$ cat config.mk
export PLATFORM = sky130hd
export DESIGN_NAME = gd_train_sequencer
export DESIGN_NICKNAME = d
export VERILOG_FILES = /design/src/rtl/gd_train_sequencer.sv
export SDC_FILE = /design/constraint.sdc
export NUM_CORES = 1
export LEC_CHECK = 0
export BUFFER_PORTS_ARGS = -buffer_cell sky130_fd_sc_hd__buf_2
export CAP_MARGIN = 20
export CORE_MARGIN = 1.5
export CORE_UTILIZATION = 59
export DETAILED_ROUTE_END_ITERATION = 8
export GPL_ROUTABILITY_DRIVEN = 0
export PLACE_DENSITY_LB_ADDON = 0.15
export SKIP_CTS_REPAIR_TIMING = 1
export SLEW_MARGIN = 20
export SYNTH_ARGS = -nofsm -noshare
export SYNTH_HDL_FRONTEND = slang
export SYNTH_SLANG_ARGS = --single-unit
$ cat constraint.sdc
create_clock -name CLK -period 4.2 [get_ports CLK]
set_input_delay 0.42 -clock CLK [delete_from_list [all_inputs] [get_ports CLK]]
set_output_delay 0.42 -clock CLK [all_outputs]
set_load 0.005 [all_outputs]
$ cat src/rtl/gd_train_sequencer.sv
// Control sequencer for the gradient-descent core: deserialises the training set into
// data memory, then walks epochs x points. Optional watchdog: define GD_SEQ_WDOG_EN.
module gd_train_sequencer #(
  parameter int ADDR_WIDTH  = 12,
  parameter int LENGTH      = 16,
  parameter int FEAT_BITS   = 4,
  parameter int WDOG_CYCLES = 1024
) (
  input  logic                  CLK,
  input  logic                  RST,
  input  logic                  S,
  input  logic [FEAT_BITS-1:0]  feat,
  input  logic [ADDR_WIDTH-1:0] data_points,
  input  logic [7:0]            epoch,
  input  logic [3:0]            learn_rate,
  output logic                  mem_we,
  output logic [ADDR_WIDTH-1:0] mem_row,
  output logic [FEAT_BITS-1:0]  mem_col,
  output logic [LENGTH-1:0]     mem_wdata,
  output logic                  mem_re,
  output logic                  upd_start,
  input  logic                  upd_done,
  output logic [3:0]            lr_q,
  output logic [FEAT_BITS-1:0]  feat_q,
  output logic [7:0]            cur_epoch,
  output logic                  done_,
  output logic                  err
);

  localparam int BW = (LENGTH > 1) ? $clog2(LENGTH) : 1;
  localparam logic [BW-1:0] BIT_LAST = BW'(LENGTH - 1);

  // WLAST is the write cycle of the final word; loading is over but mem_we is still up.
  typedef enum logic [2:0] {LOAD, WLAST, RD, ST, WT, DONE} state_t;

  state_t                state_q, state_d;
  logic [BW-1:0]         bit_q, bit_d;
  logic [LENGTH-1:0]     sh_q, sh_d;
  logic [FEAT_BITS-1:0]  wcol_q, wcol_d;
  logic [ADDR_WIDTH-1:0] wrow_q, wrow_d;
  logic                  we_q, we_d;
  logic [ADDR_WIDTH-1:0] row_q, row_d;
  logic [FEAT_BITS-1:0]  col_q, col_d;
  logic [LENGTH-1:0]     wdata_q, wdata_d;
  logic [7:0]            cur_q, cur_d;
  logic [FEAT_BITS-1:0]  cfg_feat_q;
  logic [ADDR_WIDTH-1:0] cfg_dp_q;
  logic [7:0]            cfg_ep_q;
  logic [3:0]            cfg_lr_q;

`ifdef GD_SEQ_WDOG_EN
  localparam int WDW = (WDOG_CYCLES > 1) ? $clog2(WDOG_CYCLES) : 1;
  localparam logic [WDW-1:0] WD_LAST = WDW'(WDOG_CYCLES - 1);
  logic [WDW-1:0] wd_q, wd_d;
  logic           err_q, err_d;
`endif

  always_ff @(posedge CLK) begin
    if (RST) begin
      state_q    <= LOAD;
      bit_q      <= '0;
      sh_q       <= '0;
      wcol_q     <= feat;
      wrow_q     <= '0;
      we_q       <= 1'b0;
      row_q      <= '0;
      col_q      <= '0;
      wdata_q    <= '0;
      cur_q      <= '0;
      cfg_feat_q <= feat;
      cfg_dp_q   <= data_points;
      cfg_ep_q   <= epoch;
      cfg_lr_q   <= learn_rate;
`ifdef GD_SEQ_WDOG_EN
      wd_q       <= '0;
      err_q      <= 1'b0;
`endif
    end else begin
      state_q <= state_d;
      bit_q   <= bit_d;
      sh_q    <= sh_d;
      wcol_q  <= wcol_d;
      wrow_q  <= wrow_d;
      we_q    <= we_d;
      row_q   <= row_d;
      col_q   <= col_d;
      wdata_q <= wdata_d;
      cur_q   <= cur_d;
`ifdef GD_SEQ_WDOG_EN
      wd_q    <= wd_d;
      err_q   <= err_d;
`endif
    end
  end

  always_comb begin
    state_d = state_q;
    bit_d   = bit_q;
    sh_d    = sh_q;
    wcol_d  = wcol_q;
    wrow_d  = wrow_q;
    we_d    = 1'b0;
    row_d   = row_q;
    col_d   = col_q;
    wdata_d = wdata_q;
    cur_d   = cur_q;
`ifdef GD_SEQ_WDOG_EN
    wd_d    = wd_q;
    err_d   = err_q;
`endif
    case (state_q)
      LOAD: begin
        sh_d[bit_q] = S;
        if (bit_q == BIT_LAST) begin
          // Word complete: present it next cycle while the following word shifts in.
          bit_d   = '0;
          we_d    = 1'b1;
          wdata_d = sh_d;
          col_d   = wcol_q;
          row_d   = wrow_q;
          if (wcol_q == '0) begin
            wcol_d = cfg_feat_q;
            if (wrow_q == cfg_dp_q) state_d = WLAST;
            else                    wrow_d  = wrow_q + 1'b1;
          end else begin
            wcol_d = wcol_q - 1'b1;
          end
        end else begin
          bit_d = bit_q + 1'b1;
        end
      end
      WLAST: begin
        row_d   = '0;
        cur_d   = '0;
        state_d = (cfg_ep_q == 8'd0) ? DONE : RD;
      end
      RD: state_d = ST;
      ST: begin
        state_d = WT;
`ifdef GD_SEQ_WDOG_EN
        wd_d = '0;
`endif
      end
      WT: begin
        if (upd_done) begin
          if (row_q < cfg_dp_q) begin
            row_d   = row_q + 1'b1;
            state_d = RD;
          end else if (({1'b0, cur_q} + 9'd1) < {1'b0, cfg_ep_q}) begin
            row_d   = '0;
            cur_d   = cur_q + 8'd1;
            state_d = RD;
          end else begin
            state_d = DONE;
          end
        end
`ifdef GD_SEQ_WDOG_EN
        else if (wd_q == WD_LAST) begin
          err_d   = 1'b1;
          state_d = DONE;
        end else begin
          wd_d = wd_q + 1'b1;
        end
`endif
      end
      DONE:    state_d = DONE;
      default: state_d = LOAD;
    endcase
  end

  assign mem_we    = we_q;
  assign mem_row   = row_q;
  assign mem_col   = col_q;
  assign mem_wdata = wdata_q;
  assign mem_re    = (state_q == RD);
  assign upd_start = (state_q == ST);
  assign done_     = (state_q == DONE);
  assign cur_epoch = cur_q;
  assign lr_q      = cfg_lr_q;
  assign feat_q    = cfg_feat_q;
`ifdef GD_SEQ_WDOG_EN
  assign err       = err_q;
`else
  assign err       = 1'b0;
`endif

endmodule
Word level (Yosys, flattened, before mapping)
Index checks and enable logic that the tools add are counted.
W data, S select, Z words.
Storage, ports and cells
  bits in read-only memories: 0
  register bits after elaboration: 108
  bits in latches: 0
  input port bits: 32
  memory bits (writable): 0
  word-level logic and storage cells: 81
  memories: 0
  output and inout bits: 53
Operators by class
  add/sub/neg operators: 6
  reductions and logical operators: 15
  equality and inequality tests: 14
  multiply operators: 0
  div/mod/pow operators: 0
  muxes and demuxes: 26
  bitwise logic cells: 2
  magnitude comparators: 4
  shift operators: 0
Operators with widths (number)
  $mux W12: 4
  $pmux W12 S3: 1
  $add A12 B1 Y12 const B: 2
  $mux W8: 3
  $mux W3: 7
  $mux W4: 5
  $pmux W3 S6: 1
  $bwmux W16: 1
  $pmux W8 S2: 1
  $reduce_and A4 Y1: 4
  $eq A12 B12 Y1: 1
  $lt A12 B12 Y1: 1
  $ne A2 B2 Y1 const B: 6
  $add A8 B1 Y9 const B: 1
  $lt A9 B8 Y1: 1
  $add A8 B1 Y8 const B: 1
  $logic_not A8 Y1: 1
  $eq A3 B2 Y1 const B: 2
  $eq A3 B3 Y1 const B: 2
  $reduce_bool A2 Y1: 3
  $lt A4 B5 Y1 const B: 1
  $add A4 B1 Y4 const B: 1
  $demux W1 S4: 1
  $eq A4 B4 Y1 const B: 1
  12 further kinds: 15

Longest topological paths before layout
Gate-level depths: netlist of the first run.
  depth in word-level cells: 6
  mapped depth: 14
  depth with buffers taken out: 13

Worst setup path after synthesis of the first run
No wires, ideal clock.
  kind: reg-to-reg
  start: register cur_q[0] (netlist: cur_epoch[0])
  end: register row_q[0] (netlist: mem_row[0])
  required time: 4.066 ns
  setup time: 0.134 ns
  stages on the path, launching flop included: 14
  buffers on the path: 1
  path slack: 1.469 ns
  period minus slack after synthesis: 2.731 ns
  data arrival time: 2.597 ns
  path through: dfxtp_1 ha_1 and4_1 nand2_1 xnor2_1 ha_1 a21oi_1 o22ai_1 a211oi_4 nor2_2 a21bo_1 buf_6 a221oi_2 a211oi_1
Between the ends
  longest elaborated chain between the ends: 4
RTL lines
  from (decl): line 45  | logic [7:0] cur_q, cur_d;
  from (signal assigned): line 88  | cur_q <= cur_d;
  $add A8 B1 Y9: line 149  | end else if (({1'b0, cur_q} + 9'd1) < {1'b0, cfg_ep_q}) begin
  $lt A9 B8 Y1: line 149
  $ne A3 B3 Y1 (no line)
  $reduce_and A4 Y1 (no line)
  to (signal assigned): line 85  | row_q <= row_d;
  to (decl): line 42  | logic [ADDR_WIDTH-1:0] row_q, row_d;
No other way between the ends.
A chain may end at the register's enable or synchronous reset.

Worst setup path in the final report of the first run
  start: register cur_q[0] (netlist: cur_epoch[0])
  end: register row_q[4] (netlist: mem_row[4])
Same word-level chain as after synthesis.

==> results of run 1 <==
==> placed cells by master (no fill, tap or decap), drive strengths merged, types with 5 or more instances in the layout <==
cell / Yosys / layout
buf: 13 / 86
a22oi: 7 / 7
o21ai: 14 / 14
ha: 26 / 26
nand3: 29 / 29
nand4: 23 / 23
a211oi: 13 / 13
nor3: 8 / 8
edfxtp: 32 / 32
clkbuf: 19 / 12
nand2: 86 / 86
nor2: 56 / 56
xor2: 12 / 12
mux2i: 6 / 6
inv: 34 / 35
a21oi: 52 / 52
dfxtp: 75 / 75
o32ai: 11 / 11
and3: 5 / 5
xnor2: 19 / 19
==> kinds of logic (layout without fill, tap and decap cells) <==
family                     count (synthesis)  after routing  share of synthesized area
adders and majority gates                 26             26                     0.0602
muxes                                      8              8                     0.0153
and+or+nand+nor                          230            230                      0.202
other                                      1              1                   0.000693
AOI/OAI and AO/OA                        118            118                      0.159
buffers and inverters                     66            136                     0.0578
DFF                                      107            107                      0.455
xor gates and xnor gates                  31             31                     0.0502
==> layer usage <==
metal,share of wire,GRT usage,wire length [microns],vias to the layer above
met2,0.49,0.425,5870,150
li1,-,-,-,2205
met5,0,0,0,-
met4,0.025,0.104,301,0
met1,0.44,0.319,5220,2119
met3,0.047,0.0333,559,26
==> through the flow <==
stage	total power [W]	instances	instance area (sq um)	setup WS, ps	utilization
final	0.00185	765	5990	799	0.680
after global routing	0.00192	765	5990	530	0.680
after CTS	0.00186	765	5990	848	0.680
after detailed placement	0.00127	749	5800	875	0.658
after global placement	0.00126	749	5800	1120	0.658
after floorplan	0.00122	587	5410	1470	-
==> how the worst min path moves through the flow <==
stage / from / end / cells after the start
2_1_floorplan: sh_q[3] / mem_wdata[3] / 2
3_3_place_gp: mem_wdata[10] / mem_wdata[10] / 2
3_5_place_dp: mem_wdata[6] / mem_wdata[6] / 2
4_1_cts: data_points[7] / cfg_dp_q[7] / 1
5_1_grt: data_points[5] / cfg_dp_q[5] / 1
6_report: data_points[8] / cfg_dp_q[8] / 1
==> critical path, cell delays in order, from the launching register on <==
cell	delay, ps
dfxtp_1	440
ha_1	270
and4_1	260
nand2_1	90
xnor2_1	250
ha_1	290
a21oi_1	150
o22ai_1	140
a211oi_4	400
nor2_2	80
a21bo_1	490
a21oi_1	280
o32ai_2	110
==> sequential cells by signal, indices dropped and copies added (netlist names), 8 cells and up <==
signal,flops
cfg_ep_q,8
cur_epoch,8
cfg_dp_q,12
sh_q,15
mem_wdata,16
mem_row,12
wrow_q,12
==> cells in the mapped netlist, types with 2 or more instances <==
master | number | share of area
ha_1 | 26 | 0.060
a21oi_1 | 52 | 0.048
a21o_1 | 2 | 0.0028
a211oi_1 | 12 | 0.017
inv_1 | 34 | 0.024
o21ai_0 | 12 | 0.011
a41oi_1 | 2 | 0.0032
buf_2 | 6 | 0.0056
o22ai_1 | 2 | 0.0023
mux2i_1 | 6 | 0.011
nor3_1 | 8 | 0.0074
dfxtp_1 | 75 | 0.28
buf_6 | 4 | 0.0083
xor2_1 | 12 | 0.019
o32ai_2 | 8 | 0.024
mux2_2 | 2 | 0.0042
a22oi_1 | 7 | 0.0097
nand4_1 | 22 | 0.025
clkbuf_1 | 17 | 0.012
or3_1 | 4 | 0.0046
edfxtp_1 | 32 | 0.18
buf_4 | 2 | 0.0028
nand3_1 | 29 | 0.027
clkbuf_8 | 2 | 0.0051
nor2_1 | 54 | 0.037
o21ai_2 | 2 | 0.0032
nand2_1 | 86 | 0.060
or4_1 | 3 | 0.0042
o32ai_1 | 3 | 0.0049
a221oi_2 | 3 | 0.0083
xnor2_1 | 19 | 0.031
nand2b_1 | 4 | 0.0046
and3_1 | 5 | 0.0058
o211ai_1 | 2 | 0.0028
==> area by class of cell <==
| type | count | area share |
|---|---|---|
| clock buffers | 12 | 0.0259 |
| multi-input cells | 414 | 0.440 |
| repair buffers | 86 | 0.0736 |
| well taps | 108 | 0.0226 |
| clock inverters | 4 | 0.00564 |
| inverters | 34 | 0.0213 |
| flip-flops and latches | 107 | 0.411 |
==> power groups by stage <==
stage	registers, W	clock network (W)	logic (W)
final	0.00112	0.000606	0.000124
after global routing	0.00113	0.000656	0.000140
after CTS	0.00112	0.000615	0.000125
after detailed placement	0.00115	0	0.000124
after global placement	0.00114	0	0.000119
after floorplan	0.00114	0	0.0000829
==> metrics.md, run 1 <==
| Metric | Value |
|---|---|
| Outcome | `complete, but fails checks` |
| Failing checks | `design-rule violations` |
| Final min period | `~3400 ps` |
| Fin crit share | `0.810` |
| Clk pwr share | `0.327` |
| Post-synth top flop | `dfxtp_1` |
| Global Route Usage Sum | `0.249` |
| Crit Path Category | `reg -> reg` |
| Top-Level Pins | `85` |
| Largest net degree at the start of global routing | `slightly above 70` |
| Power Dens Cells | `309 nW/um^2` |
| F_max | `0.294 GHz` |
| Total core area | `8810 sq um` |
| Pre-Repair DR Iteration Count | `9` |
| Worst reg2reg path depth | `12` |
| Syn Nets | `roughly 650` |
| P_sw | `0.000453 W` |
| Routed via count | `4500` |
| Max IR drop VDD | `around 0.17 mV` |
| Die area | `9750 sq um` |
| Sequential area share after synthesis | `0.455` |
| Share of layout cells above drive strength 1 | `0.190` |
| Ant diodes | `0` |
| Setup crit end kind | `register` |
| H-tree levels | `3` |
| Asr flop ratio synth | `0` |
| CP startpoint | `cur_epoch[0]` |
| Setup crit end | `mem_row[4]` |
| Synth warnings | `0` |
| Part of the power in combinational logic | `0.067` |
| WHS | `227 ps` |
| Unrepaired setup endpoints after global routing | `no` |
| Avg Cell Area, Syn | `9.21 sq um` |
| Hold WC Path Type | `in -> reg` |
| Antenna violations before repair | `0` |
| Chip height | `~99 microns` |
| Syn Std Cell Area | `5410 sq um` |
| Post-synth EDFFs | `32` |
| Filler cells | `747` |
| Required @ worst endpoint | `4410 ps` |
| Worst Setup Start Kind | `register` |
| Std-Cell Rows | `34` |
| Worst-Skew Late Latency | `360 ps` |
| Dpl hpwl | `8480 microns` |
| Part of the power in registers | `0.606` |
| Sw Share | `0.244` |
| Critical R2R Launch | `cur_epoch[0]` |
| Remaining global-route overflow | `0` |
| Mapped Cells | `587` |
| Routed wire length | `about 12000 microns` |
| Total CTS buffers | `9` |
| FF+latch count, synth | `107` |
| CP max FO | `20` |
| Final setup fails | `0` |
| Synthesis-to-finish area growth | `10.7%` |
| Register area | `around 2500 sq um` |
| Die width | `98.7 microns` |
| Max-slew violations | `0` |
| Final TNS setup | `0 ps` |
| Final ANT Viol Nets | `0` |
| Rel. slew slack | `0.371` |
| Tightest Pin Transition | `940 ps` |
| Internal | `0.00140 W` |
| Routed len/inst | `15.6 microns` |
| DRC viols | `3` |
| Final Hold Viols | `0` |
| Multi-input gate area | `2630 sq um` |
| Clk_skew | `12.2 ps` |
| RR Endpoint | `mem_row[4]` |
| Initial DRC count | `212` |
| Arrival time at the worst endpoint | `3610 ps` |
| Via density | `5.88` |
| Initial core utilization | `0.614` |
| CTS Buffer Depth | `2` |
| Clock-pin slew on the worst setup and hold paths | `~110 ps` |
| Clock sink count | `roughly 110` |
| First-pass GRT wire length | `19800 microns` |
| IO Port Bufs | `83` |
| R2r setup slk | `between 700 and 800 ps` |
| Vias in the first global route | `4224` |
| Clk root buf | `clkbuf_8` |
| Nets | `710` |
| Max cap viols | `0` |
| Leak pwr | `2.47 nW` |
| Count of cell types in the netlist | `62` |
| CTS tree | `built` |
No activity file was read; power rests on OpenSTA's default activity.
==> run 2: changes to the inputs <==
- CORE_UTILIZATION: 59 -> 57
- clock period: 4.2 -> 3.3 ns (I/O delays scaled with it)
==> metrics.md, run 2 (synthesized netlist as in run 1, its figures left out) <==
| Metric | Value |
|---|---|
| Arrival time at the worst endpoint | `3310 ps (was 3610 ps)` |
| Share of layout cells above drive strength 1 | `0.197 (was 0.190)` |
| Commonest non-fill, non-tap cell in the layout | `nand2_1 (unchanged)` |
| Setup crit end kind | `register (unchanged)` |
| Outcome | `finished, final reports clean (was complete, but fails checks)` |
| Filler cells | `795 (was 747)` |
| Routing usage on met1 | `0.307 (was 0.319)` |
| Final min period | `3080 ps (was 3400 ps)` |
| Commonest non-fill, non-tap cells in the layout | `nand2_1 (86), buf_2 (82), dfxtp_1 (75) (unchanged)` |
| Hold WC Path Type | `in -> reg (unchanged)` |
| Post-Place Cells | `773 (was 749)` |
| Clk_skew | `10.7 ps (was 12.2 ps)` |
| Clock sink count | `107 (unchanged)` |
| Ant diodes | `0 (unchanged)` |
| Dpl hpwl | `8570 microns (was 8480 microns)` |
| Initial DRC count | `189 (was 212)` |
| Register area | `2460 sq um (unchanged)` |
| Final Hold Viols | `0 (unchanged)` |
| Multi-input gate area | `2630 sq um (unchanged)` |
| Final TNS setup | `0 ps (unchanged)` |
| Std-Cell Rows | `35 (was 34)` |
| Final setup fails | `0 (unchanged)` |
| IO Port Bufs | `83 (unchanged)` |
| Routed via count | `4467 (was 4500)` |
| Leak pwr | `2.48 nW (was 2.47 nW)` |
| Rel. slew slack | `0.395 (was 0.371)` |
| Total CTS buffers | `9 (unchanged)` |
| RR Endpoint | `cur_epoch[0] (was mem_row[4])` |
| R2r setup slk | `220 ps (was 800 ps)` |
| Clk root buf | `clkbuf_8 (unchanged)` |
| Worst-Skew Late Latency | `370 ps (was 360 ps)` |
| Pre-Repair DR Iteration Count | `4 (was 9)` |
| Max-slew violations | `0 (unchanged)` |
| Die width | `100 microns (was 98.7 microns)` |
| Chip height | `100 microns (was 98.7 microns)` |
| Synthesis-to-finish area growth | `11.5% (was 10.7%)` |
| Clock-pin slew on the worst setup and hold paths | `100 ps (was 110 ps)` |
| Remaining global-route overflow | `0 (unchanged)` |
| HP Start | `data_points[5] (was data_points[8])` |
| Top-Level Pins | `85 (unchanged)` |
| Routed wire length | `12000 microns (was 11900 microns)` |
| Final total power | `0.00236 W (was 0.00185 W)` |
| Routed len/inst | `15.3 microns (was 15.6 microns)` |
| Met2 usage | `0.425 (about the same)` |
| Non-Filler Instances | `789 (was 765)` |
| Cells on Worst Hold Path | `1 (unchanged)` |
| CTS tree | `built (unchanged)` |
| Worst Setup Start Kind | `register (unchanged)` |
| Antenna violations before repair | `0 (unchanged)` |
| Max IR drop VDD | `0.217 mV (was 0.172 mV)` |
| CP max FO | `7 (was 20)` |
| Global Route Usage Sum | `0.247 (was 0.249)` |
| Tightest Pin Transition | `904 ps (was 940 ps)` |
| Hold EP | `cfg_dp_q[5] (was cfg_dp_q[8])` |
| Fin crit share | `0.933 (was 0.810)` |
| Via density | `5.66 (was 5.88)` |
| Initial core utilization | `0.585 (was 0.614)` |
| Worst reg2reg path depth | `13 (was 12)` |
| Total core area | `9240 sq um (was 8810 sq um)` |
| Power Dens Cells | `392 nW/um^2 (was 309 nW/um^2)` |
| F_max | `0.325 GHz (was 0.294 GHz)` |
| Max cap viols | `0 (unchanged)` |
| GR Util met3 | `0.0390 (was 0.0333)` |
| First-pass GRT wire length | `19800 microns (about the same)` |
| CTS Buffer Depth | `2 (unchanged)` |
| Die area | `10100 sq um (was 9750 sq um)` |
| Max reg flops | `16 (unchanged)` |
| Gr busiest metal | `met2 (unchanged)` |
| Final ANT Viol Nets | `0 (unchanged)` |
| Crit Path Category | `reg -> reg (unchanged)` |
| Nets | `713 (was 710)` |
| Unrepaired setup endpoints after global routing | `no (unchanged)` |
| Vias in the first global route | `4332 (was 4224)` |
| Required @ worst endpoint | `3540 ps (was 4410 ps)` |
| Largest net degree at the start of global routing | `56 (was 71)` |
| Post-layout util | `0.653 (was 0.680)` |
| H-tree levels | `3 (unchanged)` |
| DRC viols | `0 (was 3)` |
| Critical R2R Launch | `cur_epoch[2] (was cur_epoch[0])` |
| WHS | `131 ps (was 227 ps)` |
==> run 2: cell types whose count changed in the layout (fill, tap and decap cells not counted) <==
| cell | change |
|---|---|
| buf_4 | +3 |
| clkbuf_1 | -1 |
| clkbuf_8 | -1 |
| a21bo_2 | +1 |
| a21bo_1 | -1 |
| inv_4 | +2 |
==> run 2: worst max-delay path: stages (launching register included) <==
cell and delay, ps:
dfxtp_1 480, nand3_1 190, inv_1 110, nand3_1 160
nor2_1 180, xnor2_1 170, ha_1 290, nand3_1 120
o22ai_1 130, a211oi_4 260, buf_4 200, nand3_1 110
a21oi_1 390, o21ai_0 170
==> run 2: worst max path at each step <==
stage / slack, ps / end / startpoint / cells after the start
global route: 6 / cur_epoch[0] / cur_epoch[0] / 12
global placement: 390 / mem_row[7] / cur_epoch[0] / 12
CTS: 110 / mem_row[5] / cur_epoch[0] / 12
detailed placement: 160 / mem_row[5] / cur_epoch[0] / 12
floorplan: 570 / mem_row[0] / cur_epoch[0] / 13
finish: 220 / cur_epoch[0] / cur_epoch[2] / 13
==> run 2: layout make-up <==
cell class | instances | share of cell area
Clock buffer | 10 | 0.0228
Clock inverter | 6 | 0.00768
Inverter | 34 | 0.0212
Multi-Input combinational cell | 414 | 0.437
Sequential cell | 107 | 0.408
Tap cell | 129 | 0.0268
Timing Repair Buffer | 89 | 0.0768
==> run 2: where the power goes <==
group          total (W)  leakage, nW  internal (W)  switching [W]
registers        0.00142        0.918       0.00140      0.0000271
clock network   0.000774       0.0937      0.000302       0.000472
logic           0.000163         1.47     0.0000633       0.000100
==> run 2: stage by stage <==
step	worst slack (ps)	cell area, sq um
floorplan	569	5410
global placement	385	5850
detailed placement	156	5850
CTS	113	6030
global route	6.34	6030
finish	221	6030
==> run 2: layer usage <==
layer  routed length, microns  up-vias
met3                      584       17
met2                     5930      113
met4                      224        0
li1                         -     2209
met1                     5300     2128
met5                        0        -
